--- src/rtl/ps2_host_tx.sv ---
`timescale 1ns / 1ps
// -----------------------------------------------------------------------------
// ps2_host_tx
//   Host-to-device PS/2 command transmitter. It inhibits the bus, issues a
//   request-to-send, then shifts a start bit, 8 data bits (LSB first), odd
//   parity and a stop bit on the device-generated clock. It then samples the
//   device acknowledge and waits for the bus to go idle.
//
// Optional feature:
//   PS2_TX_TIMEOUT_EN - when defined, a watchdog aborts the transfer if the
//                       ACK state is not reached within TIMEOUT_CYCLES clk
//                       cycles of START entry. When undefined, timeout is
//                       tied to 0 and the block waits forever for the device.
//
// Parameters:
//   INHIBIT_CYCLES  clk cycles the PS/2 clock is held low before the start bit
//   TIMEOUT_CYCLES  watchdog limit, counted from START entry
//
// Ports:
//   clk           system clock, rising edge
//   reset         asynchronous, active-high
//   send          transmit request, sampled only in IDLE
//   data_in[7:0]  command byte, latched on an accepted send
//   ps2_clk_in    raw PS/2 clock line (asynchronous)
//   ps2_data_in   raw PS/2 data line (asynchronous)
//   ps2_clk_low   1 pulls the PS/2 clock low, 0 releases it (open drain)
//   ps2_data_low  1 pulls the PS/2 data line low, 0 releases it
//   busy          high in every state except IDLE
//   done          one-cycle pulse when a transfer ends
//   ack_err       valid with done: device did not acknowledge
//   timeout       valid with done: transfer aborted by the watchdog
// -----------------------------------------------------------------------------
module ps2_host_tx #(
  parameter int INHIBIT_CYCLES = 5000,
  parameter int TIMEOUT_CYCLES = 1000000
) (
  input  logic       clk,
  input  logic       reset,
  input  logic       send,
  input  logic [7:0] data_in,
  input  logic       ps2_clk_in,
  input  logic       ps2_data_in,
  output logic       ps2_clk_low,
  output logic       ps2_data_low,
  output logic       busy,
  output logic       done,
  output logic       ack_err,
  output logic       timeout
);

  typedef enum logic [2:0] {
    IDLE, INHIBIT, START, DATA, PARITY, STOP, ACK, WAIT_IDLE
  } state_t;

  localparam int INH_W = (INHIBIT_CYCLES > 1) ? $clog2(INHIBIT_CYCLES) : 1;
  localparam logic [INH_W-1:0] INH_LAST = INH_W'(INHIBIT_CYCLES - 1);

  state_t           state;
  logic [1:0]       clk_sync;
  logic [1:0]       data_sync;
  logic             clk_prev;
  logic             clk_s;
  logic             data_s;
  logic             fall;
  logic [INH_W-1:0] inh_cnt;
  logic [3:0]       bit_idx;   // index of the next data bit to drive
  logic [7:0]       data_reg;
  logic             par_reg;

`ifdef PS2_TX_TIMEOUT_EN
  localparam int WD_W = $clog2(TIMEOUT_CYCLES + 1);
  localparam logic [WD_W-1:0] WD_LAST = WD_W'(TIMEOUT_CYCLES - 1);

  logic [WD_W-1:0] wd_cnt;
  logic            timeout_q;

  assign timeout = timeout_q;
`else
  assign timeout = 1'b0;
`endif

  assign clk_s  = clk_sync[1];
  assign data_s = data_sync[1];
  assign fall   = clk_prev & ~clk_s;

  // NOTE: every register here is updated with non-blocking assignments so all
  // of them see the pre-edge values; blocking assignments would make the
  // synchronizer chain collapse into a single flop in simulation.
  always_ff @(posedge clk or posedge reset) begin
    if (reset) begin
      // Synchronizers reset to 1 (idle bus) so no false fall appears after reset.
      clk_sync     <= 2'b11;
      data_sync    <= 2'b11;
      clk_prev     <= 1'b1;
      state        <= IDLE;
      ps2_clk_low  <= 1'b0;
      ps2_data_low <= 1'b0;
      busy         <= 1'b0;
      done         <= 1'b0;
      ack_err      <= 1'b0;
      inh_cnt      <= '0;
      bit_idx      <= '0;
      data_reg     <= '0;
      par_reg      <= 1'b0;
`ifdef PS2_TX_TIMEOUT_EN
      wd_cnt       <= '0;
      timeout_q    <= 1'b0;
`endif
    end else begin
      clk_sync  <= {clk_sync[0], ps2_clk_in};
      data_sync <= {data_sync[0], ps2_data_in};
      clk_prev  <= clk_s;
      done      <= 1'b0;

      case (state)
        IDLE: begin
          if (send) begin
            data_reg    <= data_in;
            par_reg     <= ~^data_in;
            inh_cnt     <= '0;
            bit_idx     <= '0;
            ack_err     <= 1'b0;
            ps2_clk_low <= 1'b1;
            busy        <= 1'b1;
            state       <= INHIBIT;
`ifdef PS2_TX_TIMEOUT_EN
            wd_cnt      <= '0;
            timeout_q   <= 1'b0;
`endif
          end
        end

        INHIBIT: begin
          if (inh_cnt == INH_LAST) begin
            // Release clock and pull data in the same edge: never both pulled.
            ps2_clk_low  <= 1'b0;
            ps2_data_low <= 1'b1;
            state        <= START;
          end else begin
            inh_cnt <= inh_cnt + 1'b1;
          end
        end

        START: begin
          if (fall) begin
            ps2_data_low <= ~data_reg[0];
            bit_idx      <= 4'd1;
            state        <= DATA;
          end
        end

        DATA: begin
          if (fall) begin
            if (bit_idx == 4'd8) begin
              ps2_data_low <= ~par_reg;
              state        <= PARITY;
            end else begin
              ps2_data_low <= ~data_reg[bit_idx[2:0]];
              bit_idx      <= bit_idx + 1'b1;
            end
          end
        end

        PARITY: begin
          if (fall) begin
            ps2_data_low <= 1'b0;  // stop bit is a released line
            state        <= STOP;
          end
        end

        STOP: begin
          if (fall) begin
            ack_err <= data_s;  // device pulls data low to acknowledge
            state   <= ACK;
          end
        end

        // Let the device finish its acknowledge clock pulse first.
        ACK: begin
          if (clk_s) state <= WAIT_IDLE;
        end

        WAIT_IDLE: begin
          if (clk_s && data_s) begin
            done  <= 1'b1;
            busy  <= 1'b0;
            state <= IDLE;
          end
        end

        default: state <= IDLE;
      endcase

`ifdef PS2_TX_TIMEOUT_EN
      // Watchdog runs from START entry until ACK; it overrides the case above.
      if (state inside {START, DATA, PARITY, STOP}) begin
        if (wd_cnt == WD_LAST) begin
          ps2_clk_low  <= 1'b0;
          ps2_data_low <= 1'b0;
          busy         <= 1'b0;
          done         <= 1'b1;
          ack_err      <= 1'b1;
          timeout_q    <= 1'b1;
          state        <= IDLE;
        end else begin
          wd_cnt <= wd_cnt + 1'b1;
        end
      end
`endif
    end
  end

endmodule

--- config.mk ---
export PLATFORM = sky130hd
export DESIGN_NAME = ps2_host_tx
export DESIGN_NICKNAME = d
export VERILOG_FILES = /design/src/rtl/ps2_host_tx.sv
export SDC_FILE = /design/constraint.sdc
export NUM_CORES = 1
export LEC_CHECK = 0
export BUFFER_PORTS_ARGS = -buffer_cell sky130_fd_sc_hd__buf_2
export CORE_ASPECT_RATIO = 0.75
export CORE_MARGIN = 1.5
export CORE_UTILIZATION = 27
export CTS_CLUSTER_DIAMETER = 30
export DETAILED_ROUTE_END_ITERATION = 10
export PLACE_DENSITY_LB_ADDON = 0.3
export SETUP_SLACK_MARGIN = 0.02
export SYNTH_ARGS = -nofsm -noshare
export SYNTH_HDL_FRONTEND = slang
export SYNTH_SLANG_ARGS = --single-unit
export TNS_END_PERCENT = 5
--- constraint.sdc ---
create_clock -name clk -period 2.3 [get_ports clk]
set_input_delay 0.115 -clock clk [delete_from_list [all_inputs] [get_ports clk]]
set_output_delay 0.115 -clock clk [all_outputs]
set_load 0.01 [all_outputs]
==> flow_metrics.tcl <==
set metrics [dict create \
    critical_path_class "flop to flop" \
    maxSlewHeadroom 0.608 \
    die-area_um2 8490 \
    drc 0 \
    initial_core_util 0.286 \
    cts_setup_buffers 0 \
    cap_violations 0 \
    grt_max_degree 40 \
    cp.arrival_ns 2.24 \
    synthTopCellsByArea "dfrtp_1 (40%), dfstp_2 (6.1%), mux2_2 (5.8%), ha_1 (4.1%), xnor2_1 (4.1%)" \
    clkLatencyLatePin_ns 0.29 \
    final_cells 331 \
    synth-edff-count 0 \
    hold_viol_final 0 \
    synth_top_family_by_area "simple AND/OR/NAND/NOR gates" \
    synthToLayoutAreaGrowth_pct 15.5 \
    grt_pass1_vias 1444 \
    n_antenna_cell 0 \
    yosysWarnings 0 \
    status "completed" \
    dpl.hpwl_mm 3.01 \
    finalCritPeriodShare 0.900 \
    rsz0062_at_grt "no" \
    syn_inst 205 \
    yosys_most_used_dff "dfrtp_1" \
    cts_sinks 39 \
    ant_nets 0 \
    ir_worst_vdd_uv 442 \
    gp_congestion 0.800 \
    syn_area_per_cell_um2 10.5 \
    synth-compound-area-share 0.0747 \
    cts_resized 0 \
    die_w_um 106 \
    skew_ns 0.00699 \
    cts_tree "done" \
    cp-end-kind "flop" \
    drt-initial-drc-count 85 \
    drt-vias-per-instance 4.48 \
    max_freq_mhz 483 \
    largest_reg_flops 13 \
    die_height_um 80.2 \
    startpoint_type "flop" \
    worstPathRequired_ns 2.47 \
    placedCellCount 320 \
    drt-total-wl_mm 4.14 \
    setup_tns_ns 0 \
    htree_levels 2 \
    clock_path_buffers 2 \
    io_buffers 17 \
    min_period_ns 2.07 \
    hp-class "input port to flop" \
    yosys.area_share.simple 0.229 \
    core_um2 7500 \
    cts_buffers 5 \
    ys_types 50 \
    synth_seq_cells 39 \
    synth_area_leader_cell "dfrtp_1" \
    netlist_area_um2 2140 \
    vias 1484 \
    leakage_nw 1.07 \
    synthXorXnorAreaFrac 0.0735 \
    hold_buffers 3 \
    drt-wirelength-per-cell_um 12.5 \
    grt_pass1_wl_mm 7.29 \
    whs_ns 0.0802 \
    core.rowCount 27 \
    worst_pin_slew_ns 0.587 \
    syn_nets 225 \
    synthMuxAreaShare 0.0834 \
    setup_violations 0 \
    final_layout_size_suffix_gt1_frac 0.265 \
    firstDrtPassIters 4 \
    post-synth-top-area-fraction 0.397 \
    p_per_area_nw_per_um2 1110 \
    async_flop_share 1.00 \
    finalNetCount 249 \
    root_buffer "clkbuf_8" \
    yosysSeqAreaShare 0.458 \
    path_clk_slew_ns 0.08 \
    synthAdderAreaFrac 0.0408 \
    crit_fanout 9 \
    grt_overflow_total 0 \
    antenna_found_initial 0 \
    grt_use_total 0.109 \
    slew_violations 0 \
    n_fill_cell 792 \
    boundaryPins 19 \
]
[where the power goes]
part           switching (W)  internal [W]
Sequential          0.000176      0.000885
Combinational       0.000613      0.000573
Clock               0.000248      0.000245
Total                0.00104       0.00170
[area by class of cell]
type / count / area [um^2] / share of cell area
multi-input combinational: 149 / 1080 / 0.436
sequential: 39 / 982 / 0.397
timing repair buffer: 26 / 160 / 0.0647
tap: 101 / 126 / 0.0510
clock buffer: 6 / 82.6 / 0.0334
inverter: 8 / 30.0 / 0.0121
clock inverter: 2 / 16.3 / 0.00657
[cells in the mapped netlist (2+ instances only)]
cell / count
o21ai_0: 11
buf_2: 4
inv_1: 8
nand4_1: 5
nor3_1: 3
mux4_2: 2
nor2_1: 19
xnor2_1: 10
nand3_1: 9
nand2b_1: 3
buf_4: 4
and3_1: 2
nand3b_1: 4
mux2_2: 11
nand2_1: 19
a21oi_1: 2
nor4_1: 2
ha_1: 7
nor4_2: 2
xor2_1: 8
o22ai_1: 2
nor2b_1: 2
dfstp_2: 5
or3_1: 2
dfrtp_1: 34
[kinds of logic after synthesis]
| logic type | count (synthesis) |
|---|---|
| simple gates | 84 |
| flops | 39 |
| compound gates | 25 |
| xor+xnor | 18 |
| buf+inv | 17 |
| mux | 14 |
| fa+ha+maj | 7 |
| other cells | 1 |
[final timing paths]
kind                       cells past startpoint             startpoint  slack [ns]                       to
setup / recovery                               7   state[0]$_DFFE_PP0P_        0.23     state[1]$_DFFE_PP0P_
hold / removal                                 2             data_in[7]        0.08  data_reg[7]$_DFFE_PP0P_
setup reg to reg                               7   state[0]$_DFFE_PP0P_        0.23     state[1]$_DFFE_PP0P_
hold reg to reg                                0  clk_sync[0]$_DFF_PP1_        0.36    clk_sync[1]$_DFF_PP1_
max in group asynchronous                      4                  reset        1.47       clk_prev$_DFF_PP1_
min in group asynchronous                      4                  reset        0.47   inh_cnt[5]$_DFFE_PP0P_
[critical path: stages, from the launching register on]
cell      delay, ns
dfrtp_1        0.40
inv_1          0.08
ha_1           0.30
or3_1          0.37
nand3b_1       0.13
nand2b_4       0.09
nor3_4         0.23
mux2_2         0.36
[routing by layer]
metal	wire (um)	up-vias	share of wire	global-route usage
met1	2380	696	0.58	0.171
met2	1580	24	0.38	0.142
met4	49	0	0.012	0.0365
met5	0	-	0	0
met3	128	5	0.031	0.0244
li1	-	759	-	-
[layout by cell type, fill, tap and decap left out, types with 2 or more instances in the layout]
master	n
buf_4	6
nand2_1	19
nor4_1	2
inv_1	8
clkbuf_8	6
nor2_1	19
xnor2_1	10
or3_1	2
mux2_2	11
dfrtp_1	34
o22ai_1	2
ha_1	7
o21ai_0	11
nor4_2	2
mux4_2	2
nand3_1	9
nor2b_1	2
nand4_1	5
a21oi_1	2
xor2_1	8
dlygate4sd3_1	3
nand2b_1	3
dfstp_2	5
nand3b_1	4
nor3_1	3
buf_2	17
and3_1	2
[stage by stage]
stage          setup WS [ns]  power, W   util  instance area (um^2)
2_1_floorplan          0.336   0.00197      -                  2140
3_3_place_gp           0.284   0.00225  0.313                  2350
3_5_place_dp           0.239   0.00226  0.313                  2350
4_1_cts                0.223   0.00277  0.330                  2480
5_1_grt               0.0940   0.00299  0.330                  2480
6_report               0.230   0.00274  0.330                  2480
Power figures use the tool's default switching activity.
